===== src/rtl/phase2speed_pkg.sv =====
// Shared defaults and FSM state type for the phase-difference to speed converter.
package phase2speed_pkg;
    localparam int NCH_DEF   = 3;
    localparam int PW_DEF    = 19;
    localparam int SW_DEF    = 16;
    localparam int KW_DEF    = 16;
    localparam int KFRAC_DEF = 8;
    localparam int ACC_XTRA  = 15;  // headroom for 2^15 summed samples

    typedef enum logic [1:0] {
        S_IDLE,
        S_MUL,
        S_DONE
    } state_t;
endpackage


===== src/rtl/p2s_scale_sat.sv =====
// Combinational average, gain, fixed-point shift and saturation for one channel.
module p2s_scale_sat #(
    parameter int AW    = 34,
    parameter int KW    = 16,
    parameter int KFRAC = 8,
    parameter int SW    = 16
) (
    input  logic [AW-1:0] i_hold,
    input  logic [3:0]    i_n,
    input  logic [KW-1:0] i_k,
    output logic [SW-1:0] o_spd,
    output logic          o_ovf
);
    localparam int PRW = AW + KW + 1;

    logic signed [AW-1:0]  w_avg;
    logic signed [PRW-1:0] w_prod;
    logic signed [PRW-1:0] w_shf;
    logic        [SW:0]    w_sat;

    // Returns {clipped, value}; clean when all bits above the result sign agree.
    function automatic logic [SW:0] sat(input logic signed [PRW-1:0] v);
        logic [PRW-SW:0] top;
        top = v[PRW-1:SW-1];
        if ((&top) || (~|top))
            sat = {1'b0, v[SW-1:0]};
        else if (v[PRW-1])
            sat = {1'b1, 1'b1, {(SW-1){1'b0}}};
        else
            sat = {1'b1, 1'b0, {(SW-1){1'b1}}};
    endfunction

    assign w_avg  = $signed(i_hold) >>> i_n;
    assign w_prod = PRW'(w_avg) * PRW'($signed({1'b0, i_k}));
    assign w_shf  = w_prod >>> KFRAC;
    assign w_sat  = sat(w_shf);
    assign o_ovf  = w_sat[SW];
    assign o_spd  = w_sat[SW-1:0];
endmodule


===== src/rtl/phase2speed_mc.sv =====
// Multi-channel block averager feeding one shared gain/saturation stage, channels serialized.
module phase2speed_mc
    import phase2speed_pkg::*;
#(
    parameter int NCH   = NCH_DEF,
    parameter int PW    = PW_DEF,
    parameter int SW    = SW_DEF,
    parameter int KW    = KW_DEF,
    parameter int KFRAC = KFRAC_DEF
) (
    input  logic             clk,
    input  logic             reset,
    input  logic             data_rdy,
    input  logic [3:0]       N,
    input  logic [NCH*PW-1:0] in_phasediff,
    input  logic [KW-1:0]    scale_k,
    output logic [NCH*SW-1:0] out_speed,
    output logic             speeden,
    output logic [NCH-1:0]   ovf,
    output logic             overrun
);
    localparam int AW = PW + ACC_XTRA;
    localparam int CW = (NCH > 1) ? $clog2(NCH) : 1;

    logic signed [AW-1:0] r_acc  [NCH];
    logic signed [AW-1:0] r_hold [NCH];
    logic signed [AW-1:0] w_sum  [NCH];
    logic [15:0]          r_cnt;
    logic [3:0]           r_nlat;
    logic [3:0]           r_nhold;
    logic [3:0]           w_n_eff;
    logic [16:0]          w_cmp;
    logic                 w_last;
    logic                 w_start;
    state_t               r_state;
    state_t               w_state_nxt;
    logic [CW-1:0]        r_ch;
    logic [NCH*SW-1:0]    r_stage;
    logic [NCH-1:0]       r_stage_ovf;
    logic [NCH*SW-1:0]    w_stage_nxt;
    logic [NCH-1:0]       w_stage_ovf_nxt;
    logic [NCH*SW-1:0]    r_out;
    logic [NCH-1:0]       r_ovf;
    logic                 r_overrun;
    logic [SW-1:0]        w_spd;
    logic                 w_ovf;

    // N is taken from the port only on the first sample of a block.
    assign w_n_eff = (r_cnt == 16'd0) ? N : r_nlat;
    assign w_cmp   = (17'd1 << w_n_eff) - 17'd1;
    assign w_last  = data_rdy && ({1'b0, r_cnt} == w_cmp);
    assign w_start = w_last && (r_state == S_IDLE);

    always_comb begin
        for (int c = 0; c < NCH; c++)
            w_sum[c] = r_acc[c] + AW'($signed(in_phasediff[c*PW +: PW]));
    end

    // Stage 0: accumulate and capture completed blocks
    always_ff @(posedge clk) begin
        if (!reset) begin
            r_cnt     <= 16'd0;
            r_nlat    <= 4'd0;
            r_nhold   <= 4'd0;
            r_overrun <= 1'b0;
            for (int c = 0; c < NCH; c++) begin
                r_acc[c]  <= '0;
                r_hold[c] <= '0;
            end
        end else begin
            if (data_rdy) begin
                if (r_cnt == 16'd0)
                    r_nlat <= N;
                if (w_last) begin
                    r_cnt <= 16'd0;
                    for (int c = 0; c < NCH; c++) r_acc[c] <= '0;
                end else begin
                    r_cnt <= r_cnt + 16'd1;
                    for (int c = 0; c < NCH; c++) r_acc[c] <= w_sum[c];
                end
            end
            if (w_start) begin
                r_nhold <= w_n_eff;
                for (int c = 0; c < NCH; c++) r_hold[c] <= w_sum[c];
            end
            if (w_last && (r_state != S_IDLE))
                r_overrun <= 1'b1;
        end
    end

    always_ff @(posedge clk) begin
        if (!reset) begin
            r_state <= S_IDLE;
            r_ch    <= '0;
        end else begin
            r_state <= w_state_nxt;
            r_ch    <= (r_state == S_MUL) ? r_ch + CW'(1) : '0;
        end
    end

    always_comb begin
        w_state_nxt = r_state;
        case (r_state)
            S_IDLE:  if (w_start) w_state_nxt = S_MUL;
            S_MUL:   if (r_ch == CW'(NCH - 1)) w_state_nxt = S_DONE;
            S_DONE:  w_state_nxt = S_IDLE;
            default: w_state_nxt = S_IDLE;
        endcase
    end

    p2s_scale_sat #(
        .AW(AW), .KW(KW), .KFRAC(KFRAC), .SW(SW)
    ) u_scale (
        .i_hold(r_hold[r_ch]),
        .i_n   (r_nhold),
        .i_k   (scale_k),
        .o_spd (w_spd),
        .o_ovf (w_ovf)
    );

    always_comb begin
        w_stage_nxt                  = r_stage;
        w_stage_ovf_nxt              = r_stage_ovf;
        w_stage_nxt[r_ch*SW +: SW]   = w_spd;
        w_stage_ovf_nxt[r_ch]        = w_ovf;
    end

    // Stage 1: serial per-channel results, published together with the last one
    always_ff @(posedge clk) begin
        if (r_state == S_MUL) begin
            r_stage     <= w_stage_nxt;
            r_stage_ovf <= w_stage_ovf_nxt;
        end
    end

    always_ff @(posedge clk) begin
        if (!reset) begin
            r_out <= '0;
            r_ovf <= '0;
        end else if ((r_state == S_MUL) && (r_ch == CW'(NCH - 1))) begin
            r_out <= w_stage_nxt;
            r_ovf <= w_stage_ovf_nxt;
        end
    end

    assign out_speed = r_out;
    assign ovf       = r_ovf;
    assign speeden   = (r_state == S_DONE);
    assign overrun   = r_overrun;
endmodule


===== config.mk =====
export PLATFORM = sky130hd
export DESIGN_NAME = phase2speed_mc
export DESIGN_NICKNAME = d
export VERILOG_FILES = /design/src/rtl/phase2speed_pkg.sv /design/src/rtl/p2s_scale_sat.sv /design/src/rtl/phase2speed_mc.sv
export SDC_FILE = /design/constraint.sdc
export NUM_CORES = 2
export LEC_CHECK = 0
export CELL_PAD_IN_SITES_DETAIL_PLACEMENT = 0
export CELL_PAD_IN_SITES_GLOBAL_PLACEMENT = 1
export CORE_MARGIN = 5
export CORE_UTILIZATION = 47
export DETAILED_ROUTE_END_ITERATION = 8
export DONT_BUFFER_PORTS = 1
export PLACE_DENSITY = 0.9
export RECOVER_POWER = 25
export SLEW_MARGIN = 20
export SYNTH_ARGS = -nofsm -noshare
export SYNTH_HDL_FRONTEND = slang
export SYNTH_SLANG_ARGS = --single-unit

===== constraint.sdc =====
create_clock -name clk -period 9.5 [get_ports clk]
set_clock_uncertainty 0.1 [all_clocks]
set_input_delay 1.425 -clock clk [delete_from_list [all_inputs] [get_ports clk]]
set_output_delay 1.425 -clock clk [all_outputs]
set_load 0.005 [all_outputs]

Word level (Yosys, flattened, before mapping). Memories as Yosys holds them, arrays and structs flattened. A register that Yosys moved wholly into a read port is not among the register bits. Cells that the tools add are included.

Mux-type cells: 33. Shift-type cells: 4. Add/subtract/negate cells: 7. Reduce and logical (&&, ||, !) cells: 14. Bitwise gates (word level): 9. Equality and inequality tests: 6. Multipliers: 1. Order comparisons: 2.

Operator list (count): $mux W34 (9); $add A34 B19 Y34 (3); $mul A34 B17 Y51 (1); $bwmux W48 (1); $shift A16 B34 Y48 const A (1); $shiftx A16 B34 Y48 (1); $neg A6 Y34 (1); $sshr A34 B4 Y34 (1); $mux W16 (2); $reduce_and A28 Y1 (1); $reduce_or A28 Y1 (1); $eq A16 B17 Y1 (1); $mux W17 (1); $shl A1 B4 Y17 const A (1); $sub A17 B1 Y17 const B (1); $add A16 B1 Y16 const B (1); $logic_not A16 Y1 (1); $mux W1 (13); $or A1 B1 Y1 (9); $mux W2 (3); $logic_and A1 B1 Y1 (5); $eq A2 B2 Y1 const B (2); $mux W4 (1); $pmux W2 S2 (1); other kinds (13) (14).

Memories kept: 2. Output and inout port bits: 53. Memory bits (writable): 204. Bits of input ports: 80. Register bits after elaboration: 131.

Memory list: r_acc (words 3, width 34, read ports 3, clocked after Yosys merged registers in 0, write ports 3, line phase2speed_mc.sv:25) `logic signed [AW-1:0] r_acc [NCH];`; r_hold (words 3, width 34, read ports 1, clocked after Yosys merged registers in 1, write ports 3, line phase2speed_mc.sv:26) `logic signed [AW-1:0] r_hold [NCH];`.

Logic depth before layout (Yosys ltp).
Depth after elaboration: 12. Gate-level depth with buffers: 39.

By module. From an unflattened synthesis, not the netlist that was laid out.

Cell total of the unflattened synthesis: 4537. Area total of the unflattened synthesis: 40964.3 µm².

By module, submodules not included: p2s_scale_sat (cells each 2549, area an instance 21578.2 µm², instances 1, sequential area each 0.0 µm²); phase2speed_mc (cells each 1988, area an instance 19386.1 µm², instances 1, sequential area each 9228.9 µm²).

Worst setup path after synthesis. Ideal clock, no wire load.

Path type: reg2reg. Start: register r_ch[0]. End: register r_stage[33] (data pin). Period minus slack after synthesis: 9.513 ns. Data required time: 9.135 ns. Cell stages (with the launch flop): 34. Slack: -0.013 ns. Library setup time: 0.265 ns. Arrival: 9.148 ns. Cells stage by stage: dfxtp_1 -> clkbuf_1 -> clkbuf_1 -> mux2i_1 -> nor2_1 -> a21oi_1 -> mux4_2 -> mux2i_1 -> nor2_1 -> nor2_1 -> clkbuf_1 -> nand2_1 -> fa_1 -> fa_1 -> inv_1 -> fa_1 -> fa_1 -> fa_1 -> inv_1 -> fa_1 -> inv_1 -> ha_1 -> nand2_1 -> or3_1 -> or3_1 -> buf_2 -> a211o_1 -> a211oi_2 -> o2111ai_1 -> or4_4 -> nor4_4 -> a211oi_2 -> clkbuf_1 -> nand3b_1.

Word-level cells in the longest chain between the ends: 3. Elaborated cells between the ends (all ways): 4. Classes of those cells: add/sub: 1; shift: 2; mux: 1.

RTL lines: from (decl) (line phase2speed_mc.sv:37) `logic [CW-1:0] r_ch;`; from (signal assigned) (line phase2speed_mc.sv:97) `r_ch <= (r_state == S_MUL) ? r_ch + CW'(1) : '0;`; $neg A6 Y34 (*) (line phase2speed_mc.sv:124) `w_stage_nxt[r_ch*SW +: SW] = w_spd;`; $shiftx A16 B34 Y48 / $shift A16 B34 Y48 (equally long branches) (line phase2speed_mc.sv:124); $bwmux W48 (*) (line phase2speed_mc.sv:124); named net w_stage_nxt[33] (line phase2speed_mc.sv:40) `logic [NCH*SW-1:0] w_stage_nxt;`; to (signal assigned) (line phase2speed_mc.sv:131) `r_stage <= w_stage_nxt;`; to (decl) (line phase2speed_mc.sv:38) `logic [NCH*SW-1:0] r_stage;`.

The timed path passes the listed nets; every way through them passes the cells marked *. A chain may end at the register's enable or synchronous reset.

Worst setup path in the final report.
Start: register r_ch[0]. End: register r_stage[32] (data pin).

Same word-level chain as after synthesis.

==> out/summary.log <==
INFO  outcome        result_of_the_run=complete, but fails checks
INFO  outcome        violations_in_the_final_reports=max-capacitance violations, max-slew violations
INFO  worst_setup_path setup.worst_path.start_class=flip-flop
INFO  floorplanning  floorplan.io_pins=133
INFO  worst_setup_path timing.critical_path.depth=37
INFO  logic_synthesis post_synth_mux_area_share=3.61%
INFO  sta            clock.fmax=0.108GHz
INFO  drt            route.antenna.remaining_nets=0
INFO  clock_network  path_clk_slew=60ps
INFO  clock_network  clock_insertion_delay_worst_skew=560ps
INFO  worst_setup_path critPathBufInv=9
INFO  final_layout   post_route_cells_drive_above_1_share=8.92%
INFO  final_layout   postLayoutCellArea=0.0431mm²
INFO  sta            finalSetupViolCount=0
INFO  drt            post_drt_wl_per_cell=19.9µm
INFO  worst_setup_path worst_setup_path_end_kind=flip-flop
INFO  floorplanning  placeableCoreArea=0.0822mm²
INFO  worst_setup_path timing.reg2reg.worst_path_depth=37
INFO  clock_network  ctsRootBufferMaster=clkbuf_16
INFO  final_layout   most-common-layout-cells=nand2_1, fa_1, inv_1, nor2_1, edfxtp_1
INFO  placed_design  gp_routability_congestion=0.937
INFO  worst_setup_path cp_common_cell=fa_1
INFO  clock_network  clock_buffers_created_by_tritoncts=36
INFO  worst_setup_path regToRegStartpoint=r_ch[0]
INFO  logic_synthesis synth.net_count=5041
INFO  logic_synthesis synth_top_family_by_area=adder cells
INFO  logic_synthesis yosys.cell_types.count=94
INFO  logic_synthesis synth-xor-area-share=3.50%
INFO  hold_path      hold_path_startpoint=r_nlat[0]
INFO  floorplanning  die_height=298µm
INFO  worst_setup_path critPathMaxStageDelay=550ps
INFO  drt            drc=0
INFO  final_layout   antenna_diode_count=0
INFO  logic_synthesis avgSynthCellArea=9.26µm²
INFO  final_layout   multiInputGateArea=0.0275mm²
INFO  logic_synthesis yosysSeqAreaShare=23.6%
INFO  worst_setup_path worst-r2r-setup-slack=260ps
INFO  worst_setup_path crit_family=adder cells
INFO  global_routing grt_antenna_before_repair=1
INFO  global_routing groute.usage.overall=23.4%
INFO  drt            postRouteWirelength=106mm
INFO  sta            slew_viol_final=151
INFO  logic_synthesis synth_area_in_compound_gates=11.1%
INFO  logic_synthesis post_synth_fa_ha_maj_area_fraction=33.8%
INFO  sta            max-slew-margin-rel=-161%
INFO  floorplanning  floorplan.initialDensity=47.5%
INFO  worst_setup_path rr_endpoint=r_stage[32]
INFO  final_layout   filler_cell_count=7415
INFO  global_routing vias_in_the_first_global_route=31400
INFO  placed_design  port_buffers=0
INFO  global_routing grt_max_degree=79
INFO  sta            timing.final.hold_violations=0
INFO  worst_setup_path timing.setup.critical_path_class=reg2reg
INFO  drt            detailedRoute.firstPassIterationCount=5
INFO  logic_synthesis async_flop_share=0%
INFO  placed_design  standard_cell_area_after_detailed_placement=0.0413mm²
INFO  worst_setup_path cpMaxStageDelayCell=fa_1
INFO  logic_synthesis synthCells=4218
INFO  drt            drt_iter0_drc=2316
INFO  hold_path      holdPathStages=1
INFO  placed_design  hpwl=82.0mm
INFO  clock_network  sinks_on_the_clock_net=334
INFO  sta            actual_slew_at_the_worst_max_slew_pin=3910ps
INFO  global_routing grt_remaining_overflow=0
INFO  floorplanning  die_area=0.0890mm²
INFO  hold_path      min_path_type=reg2reg
INFO  logic_synthesis synth_warnings=0
INFO  worst_setup_path arrival=9440ps
INFO  clock_network  cts_tree=yes
INFO  sta            period_needed=9240ps
INFO  logic_synthesis netlist_area=0.0391mm²
INFO  drt            total_number_of_vias=30500
INFO  logic_synthesis yosys.area_share.simple=17.2%
INFO  hold_path      worstHoldEndpoint=r_nlat[0]
INFO  clock_network  clock_path_buffers=3
INFO  final_layout   layout.cells.most_common=nand2_1
INFO  sta            final_min_period_over_clock_period=97.3%
INFO  logic_synthesis synth-edff-count=254
INFO  floorplanning  dieWidth=298µm
INFO  drt            post_drt_via_cell_ratio=5.71
INFO  final_layout   seqCellArea=0.00924mm²
INFO  worst_setup_path cp.required=9700ps
INFO  final_layout   syn2layout_area_growth=10.3%
INFO  logic_synthesis synth_ff_type=edfxtp_1
INFO  floorplanning  rows=105
INFO  clock_network  cts-htree-levels=2
INFO  logic_synthesis synth-seq-cells=334
INFO  final_layout   fin_nets=5065
INFO  global_routing grt_first_pass_wirelength=170mm
INFO  run            cap_viol_max_count=3
INFO  worst_setup_path worst-path-max-fanout=16
[Yosys cell counts, types with 6 or more instances]
cell | instances | area share, %
nand4_1 | 28 | 0.45
a211o_1 | 9 | 0.20
ha_1 | 225 | 7.2
nand2_1 | 530 | 5.1
nand3_1 | 49 | 0.63
dfxtp_1 | 80 | 4.1
buf_1 | 11 | 0.11
nor2_1 | 399 | 3.8
a31o_2 | 6 | 0.13
o31ai_1 | 9 | 0.17
mux2i_1 | 125 | 3.2
edfxtp_1 | 254 | 20
mux2_2 | 10 | 0.29
fa_1 | 518 | 27
inv_1 | 514 | 4.9
o21bai_1 | 15 | 0.29
a31oi_1 | 59 | 0.94
o21a_1 | 21 | 0.40
nor3_1 | 38 | 0.49
and3_1 | 19 | 0.30
nand3b_1 | 45 | 0.86
buf_2 | 24 | 0.31
xnor2_1 | 78 | 1.7
a21oi_1 | 202 | 2.6
a211oi_1 | 12 | 0.23
o2111ai_1 | 7 | 0.16
clkbuf_1 | 177 | 1.7
nor2b_1 | 42 | 0.67
o211ai_1 | 58 | 1.1
nor4_1 | 16 | 0.26
or3_1 | 18 | 0.29
xor2_1 | 78 | 1.7
nand2b_1 | 30 | 0.48
or2_2 | 7 | 0.11
a21boi_0 | 10 | 0.19
and2_1 | 170 | 2.7
a21o_1 | 66 | 1.3
and4_1 | 8 | 0.18
o21ai_0 | 139 | 1.8
[repair_timing]
action | in CTS | in global routing
pin swaps | 0 | 16
gates resized for setup | 1 | 99
cloned | 0 | 5
hold buffers | 0 | 0
setup endpoints to repair | 1 | 99
buffers inserted | 0 | 17
[final cells by class]
class / instances / area share (%)
multi-input cells: 3151 / 63.7
flip-flops and latches: 334 / 21.4
inverters: 516 / 4.49
repair buffers: 203 / 4.40
well taps: 1070 / 3.11
clock buffers: 47 / 2.28
clock inverters: 18 / 0.552
[stage by stage]
stage	TNS (ps)	util [%]	setup WS [ps]	std cells	hold WS, ps
5_1_grt	-666	52.4	-82.7	5339	405
4_1_cts	0	51.7	3.71	5317	390
2_1_floorplan	0	-	48.6	4218	353
3_5_place_dp	0	50.2	21.9	5252	378
3_3_place_gp	0	50.2	134	5252	363
6_report	0	52.4	255	5339	390
[how the worst max path moves through the flow]
stage                     slack, ps    start             to
final                           260  r_ch[0]    r_stage[32]
after global routing            -80  r_ch[0]    r_stage[32]
after CTS                         4  r_ch[0]  out_speed[45]
after detailed placement         20  r_ch[0]  out_speed[44]
after global placement          130  r_ch[0]  out_speed[43]
after floorplan                  50  r_ch[0]    r_stage[33]
[logic make-up (layout without fill, tap and decap cells)]
| group | after synthesis | count (layout) |
|---|---|---|
| and+or+nand+nor | 1432 | 1432 |
| adders and majority gates | 743 | 743 |
| buffers and inverters | 733 | 784 |
| AOI/OAI and AO/OA | 683 | 683 |
| DFF | 334 | 334 |
| xor gates and xnor gates | 156 | 156 |
| muxes | 137 | 137 |
[routing by layer]
layer,track usage [%],vias up,wire [µm]
met5,0,-,0
met4,5.95,0,2810
met3,3.35,181,6820
met2,40.8,1034,52900
met1,30.9,15300,43700
li1,-,14000,-
[state kept, by name (all words and copies together) (netlist names)]
register     flops
ovf              3
out_speed       48
r_hold         102
r_ch             2
r_acc          102
overrun          1
r_stage         48
r_cnt           16
r_nhold          4
r_stage_ovf      2
r_nlat           4
r_state          2
Power is not shown: default switching activity piles up to over one toggle a cycle in this logic, so the estimate is an artifact.
